--- src/rtl/mux_pkg.sv ---
// Shared constants and helpers for the register-destination / operand selector.
package mux_pkg;

    // Hard-wired register numbers: stack pointer and return address.
    localparam int unsigned SP_REG = 29;
    localparam int unsigned RA_REG = 31;

    // Occupancy of the output register plus skid entry.
    typedef enum logic [1:0] {
        OCC_EMPTY = 2'd0,
        OCC_ONE   = 2'd1,
        OCC_TWO   = 2'd2
    } occ_state_t;

    // Selector code that picks the first constant.
    function automatic int unsigned const_code_a(input int unsigned n_data);
        return n_data;
    endfunction

    // Selector code that picks the second constant.
    function automatic int unsigned const_code_b(input int unsigned n_data);
        return n_data + 1;
    endfunction

endpackage

--- src/rtl/mux_sel_pipe_skid_reg.sv ---
// WIDTH-wide valid/ready output register with a one-entry skid buffer.
// in_ready is registered and is low only while both entries are full.
module skid_reg
    import mux_pkg::*;
#(
    parameter int unsigned WIDTH = 32
) (
    input  logic             clk,
    input  logic             reset,
    input  logic             in_valid,
    output logic             in_ready,
    input  logic [WIDTH-1:0] in_data,
    output logic             out_valid,
    input  logic             out_ready,
    output logic [WIDTH-1:0] out_data
);

    occ_state_t       state;
    logic [WIDTH-1:0] skid;
    logic             accept;
    logic             deliver;

    assign accept  = in_valid && in_ready;
    assign deliver = out_valid && out_ready;

    // Occupancy FSM; all outputs are registered alongside the state.
    always_ff @(posedge clk or posedge reset) begin
        if (reset) begin
            state     <= OCC_EMPTY;
            out_valid <= 1'b0;
            in_ready  <= 1'b1;
            out_data  <= '0;
            skid      <= '0;
        end else begin
            case (state)
                OCC_EMPTY: begin
                    if (accept) begin
                        out_data  <= in_data;
                        out_valid <= 1'b1;
                        state     <= OCC_ONE;
                    end
                end
                OCC_ONE: begin
                    if (accept && deliver) begin
                        out_data <= in_data;
                    end else if (accept) begin
                        skid     <= in_data;
                        in_ready <= 1'b0;
                        state    <= OCC_TWO;
                    end else if (deliver) begin
                        out_valid <= 1'b0;
                        state     <= OCC_EMPTY;
                    end
                end
                OCC_TWO: begin
                    if (deliver) begin
                        out_data <= skid;
                        in_ready <= 1'b1;
                        state    <= OCC_ONE;
                    end
                end
                default: begin
                    state     <= OCC_EMPTY;
                    out_valid <= 1'b0;
                    in_ready  <= 1'b1;
                end
            endcase
        end
    end

endmodule

--- src/rtl/mux_sel_pipe.sv ---
// Selects one of N_DATA words or one of two constants, registers the result
// behind a valid/ready skid stage and flags out-of-range selector codes.
module mux_sel_pipe
    import mux_pkg::*;
#(
    parameter int unsigned WIDTH   = 32,
    parameter int unsigned N_DATA  = 3,
    parameter int unsigned SEL_W   = 3,
    parameter int unsigned CONST_A = SP_REG,
    parameter int unsigned CONST_B = RA_REG
) (
    input  logic                    clk,
    input  logic                    reset,
    input  logic                    in_valid,
    output logic                    in_ready,
    input  logic [SEL_W-1:0]        selector,
    input  logic [N_DATA*WIDTH-1:0] data_in,
    output logic                    out_valid,
    input  logic                    out_ready,
    output logic [WIDTH-1:0]        data_out,
    output logic                    sel_err,
    input  logic                    err_clr
);

    localparam int unsigned CODE_A = const_code_a(N_DATA);
    localparam int unsigned CODE_B = const_code_b(N_DATA);

    logic [WIDTH-1:0] sel_word;
    logic             sel_bad;
    logic             accept;

    assign accept = in_valid && in_ready;

    // Selector decode: data words, then the two constants, else fall back to data_0.
    always_comb begin
        sel_word = data_in[WIDTH-1:0];
        sel_bad  = 1'b1;
        for (int unsigned i = 0; i < N_DATA; i++) begin
            if (selector == SEL_W'(i)) begin
                sel_word = data_in[i*WIDTH +: WIDTH];
                sel_bad  = 1'b0;
            end
        end
        if (selector == SEL_W'(CODE_A)) begin
            sel_word = WIDTH'(CONST_A);
            sel_bad  = 1'b0;
        end
        if (selector == SEL_W'(CODE_B)) begin
            sel_word = WIDTH'(CONST_B);
            sel_bad  = 1'b0;
        end
    end

    // Sticky error flag; a new bad accept outranks a clear in the same cycle.
    always_ff @(posedge clk or posedge reset) begin
        if (reset) begin
            sel_err <= 1'b0;
        end else if (accept && sel_bad) begin
            sel_err <= 1'b1;
        end else if (err_clr) begin
            sel_err <= 1'b0;
        end
    end

    skid_reg #(
        .WIDTH(WIDTH)
    ) u_skid (
        .clk       (clk),
        .reset     (reset),
        .in_valid  (in_valid),
        .in_ready  (in_ready),
        .in_data   (sel_word),
        .out_valid (out_valid),
        .out_ready (out_ready),
        .out_data  (data_out)
    );

endmodule

--- config.mk ---
export PLATFORM = sky130hd
export DESIGN_NAME = mux_sel_pipe
export DESIGN_NICKNAME = d
export VERILOG_FILES = /design/src/rtl/mux_pkg.sv /design/src/rtl/mux_sel_pipe_skid_reg.sv /design/src/rtl/mux_sel_pipe.sv
export SDC_FILE = /design/constraint.sdc
export NUM_CORES = 1
export LEC_CHECK = 0
export ABC_AREA = 1
export BUFFER_PORTS_ARGS = -buffer_cell sky130_fd_sc_hd__buf_2
export CORE_UTILIZATION = 50
export DETAILED_ROUTE_END_ITERATION = 10
export HOLD_SLACK_MARGIN = 0.12
export PLACE_DENSITY = 0.8
export SLEW_MARGIN = 0
export SYNTH_ARGS = -nofsm -noshare
export SYNTH_HDL_FRONTEND = slang
export SYNTH_SLANG_ARGS = --single-unit
--- constraint.sdc ---
create_clock -name clk -period 2.5 [get_ports clk]
set_input_delay 0.25 -clock clk [delete_from_list [all_inputs] [get_ports clk]]
set_output_delay 0.25 -clock clk [all_outputs]
set_load 0.01 [all_outputs]
==> impl_metrics.json <==
{
  "status": "completed",
  "grt.overflow.total": 0,
  "insertion_delay_ns": 0.34,
  "required_ns": 2.72,
  "cts_resized": 0,
  "holdWs_ns": 0.208,
  "clk_path_buf_depth": 2,
  "post_dp_cell_area_sq_um": 4610,
  "n_antenna_cell": 0,
  "cp_top_family": "buffers and inverters",
  "drc": 0,
  "fin_crit_ns": 1.86,
  "clk_pin_slew_ns": 0.07,
  "nNetsFinal": 815,
  "cp.arrival_ns": 2.08,
  "crit_top_cell": "nand2_1",
  "synthMostInstantiatedCell": "nand2_1",
  "rows": 31,
  "synth-edff-count": 0,
  "drive_gt1_frac": 0.243,
  "yosys_most_used_dff": "dfrtp_1",
  "synth_top_area_frac": 0.441,
  "initial_core_util": 0.523,
  "cts_max_level": 3,
  "async_flop_share": 1.00,
  "finalSetupViolCount": 0,
  "synth_compound_area_frac": 0.0737,
  "ys_seq_elements": 69,
  "fmax_mhz": 539,
  "start_kind": "flop",
  "muxShareOfSynthArea": 0,
  "relSlewSlack": 0.600,
  "placement.io_buffers": 138,
  "detail-route-antenna-nets": 0,
  "synth_simple_gate_area_frac": 0.414,
  "synth_area_leaders": "dfrtp_1, nand2_1, nor2_1",
  "syn_inst": 585,
  "synth_area_sq_um": 3850,
  "chipHeight_um": 89.8,
  "use_met2": 0.444,
  "cts.sinks": 69,
  "post-route-period-util": 0.742,
  "cts_made_buffers": 9,
  "final_util": 0.657,
  "dp_hpwl_um": 7090,
  "fillers": 656,
  "synth_fa_ha_area_frac": 0,
  "clockRootBuffer": "clkbuf_8",
  "stdcell_area_sq_um": 4840,
  "worst_pin_slew_ns": 0.600,
  "grt_pass1_wl_um": 17000,
  "cts_tree": "built",
  "tns_ns": 0,
  "synth.distinct_cells": 23,
  "syn2layout_area_growth_pct": 25.6,
  "grt_use_met1": 0.326,
  "first_iter_violations": 174,
  "cap_violations": 0,
  "grt.busiest_layer": "met2",
  "boundaryPins": 139,
  "ir_worst_vdd_v": 0.000283,
  "slew_viol_final": 0,
  "post_cts_buffers": 0,
  "die_w_um": 89.8,
  "grtUsageMet3": 0.0660,
  "grt_usage": 0.261,
  "vias": 4021,
  "path_max_fanout": 56,
  "clock_skew_ns": 0.00221,
  "synth_area_leader_cell": "dfrtp_1",
  "grt_max_degree": 66,
  "vias_per_cell": 4.93,
  "crit_path_end_kind": "flop",
  "hold_viol_final": 0,
  "yosys_warnings": 0,
  "cp_slowest_cell": "buf_4",
  "synth_top_family_by_area": "simple AND/OR/NAND/NOR gates",
  "synth_xor_area_frac": 0,
  "syn_avg_cell_area_sq_um": 6.59,
  "holdCritPathClass": "in -> reg",
  "rsz0062_at_grt": "false",
  "cp_num_buf_inv": 3,
  "wl_per_cell_um": 12.3,
  "gp_congestion": 0.847,
  "path_cells": "nand2_1, inv_1, nor3_2, nand2_2, buf_4, clkinv_1, nand2_1, o21ai_0",
  "power_density_nw_per_um2": 490,
  "drt_wl_total_um": 10100,
  "core_sq_um": 7370,
  "place_ws_ns": 0.660,
  "synth_common_cells": "nand2_1, nor2_1, dfrtp_1, nand3_1, o21ai_0",
  "path_class": "reg -> reg",
  "antenna_found_initial": 0,
  "grt_pass1_vias": 3702,
  "synth.yosys.seq_area_share": 0.448,
  "syn_nets": 689,
  "fin_ws_ns": 0.645,
  "power_leakage_uw": 0.00270,
  "first_pass_iters": 4,
  "die_area_sq_um": 8060,
  "max_stage_delay_ns": 0.41
}
[metal layers]
metal	up-vias	wire (um)
met5	-	0
met4	0	155
met3	15	509
met2	108	5040
met1	1828	4360
li1	2070	-
[worst paths after layout]
kind                                startpoint                   to  slack, ns  cells after the start
min                                  out_ready     u_skid.out_valid       0.21                      4
max                           u_skid.out_valid       u_skid.skid[3]       0.64                      8
min reg2reg                u_skid.out_data[14]  u_skid.out_data[14]       0.47                      2
max in group asynchronous                reset       u_skid.skid[5]       1.31                      4
max reg2reg                   u_skid.out_valid       u_skid.skid[3]       0.64                      8
min in group asynchronous                reset     u_skid.out_valid       0.48                      3
[where the power goes]
group / switching (uW) / leakage, uW / total, uW / internal [uW]
clock: 423 / 0.000105 / 978 / 555
sequential: 0.664 / 0.000928 / 1120 / 1120
combinational: 158 / 0.00167 / 275 / 117
[layout make-up]
| cell class | count | area [sq um] | share of cell area |
|---|---|---|---|
| Multi-Input combinational cell | 461 | 1900 | 0.392 |
| Sequential cell | 69 | 1730 | 0.357 |
| Timing Repair Buffer | 148 | 796 | 0.164 |
| Clock buffer | 9 | 124 | 0.0256 |
| Tap cell | 99 | 124 | 0.0256 |
| Clock inverter | 7 | 90.1 | 0.0186 |
| Inverter | 22 | 82.6 | 0.0171 |
[logic make-up (layout without fill, tap and decap cells)]
group	count (synthesis)	after routing
flip-flops	69	69
AO/OA/AOI/OAI	53	53
AND/OR/NAND/NOR	408	408
buffers and inverters	55	186
[metrics by stage]
stage | total power, uW | cells
after global placement | 1410 | 797
after floorplan | 1290 | 585
final | 2370 | 815
after global routing | 2470 | 815
after CTS | 2390 | 815
after detailed placement | 1410 | 797
[layout by cell type, fill, tap and decap left out, types with 2 or more instances in the layout]
master           n
clkinv_2         3
clkbuf_8         9
nand2_2          2
nand2_1        256
bufinv_16        2
nand3_1         35
clkinvlp_4       2
inv_1           17
o211ai_1         4
buf_2          138
nor2_1         111
buf_4            6
o21ai_0         34
dlygate4sd3_1    2
a21oi_1          9
buf_12           2
o21ai_1          2
inv_2            4
dfrtp_1         68
[timing repair]
item	4_1_cts	5_1_grt
setup endpoints to repair	0	0
endpoints found under the hold margin	23	0
hold buffers	2	0
[worst min-delay path, stage by stage]
cell	delay, ns
buf_2	0.09
nand2_1	0.05
nand2_1	0.05
a221oi_1	0.06
(Power assumes the default switching activity.)
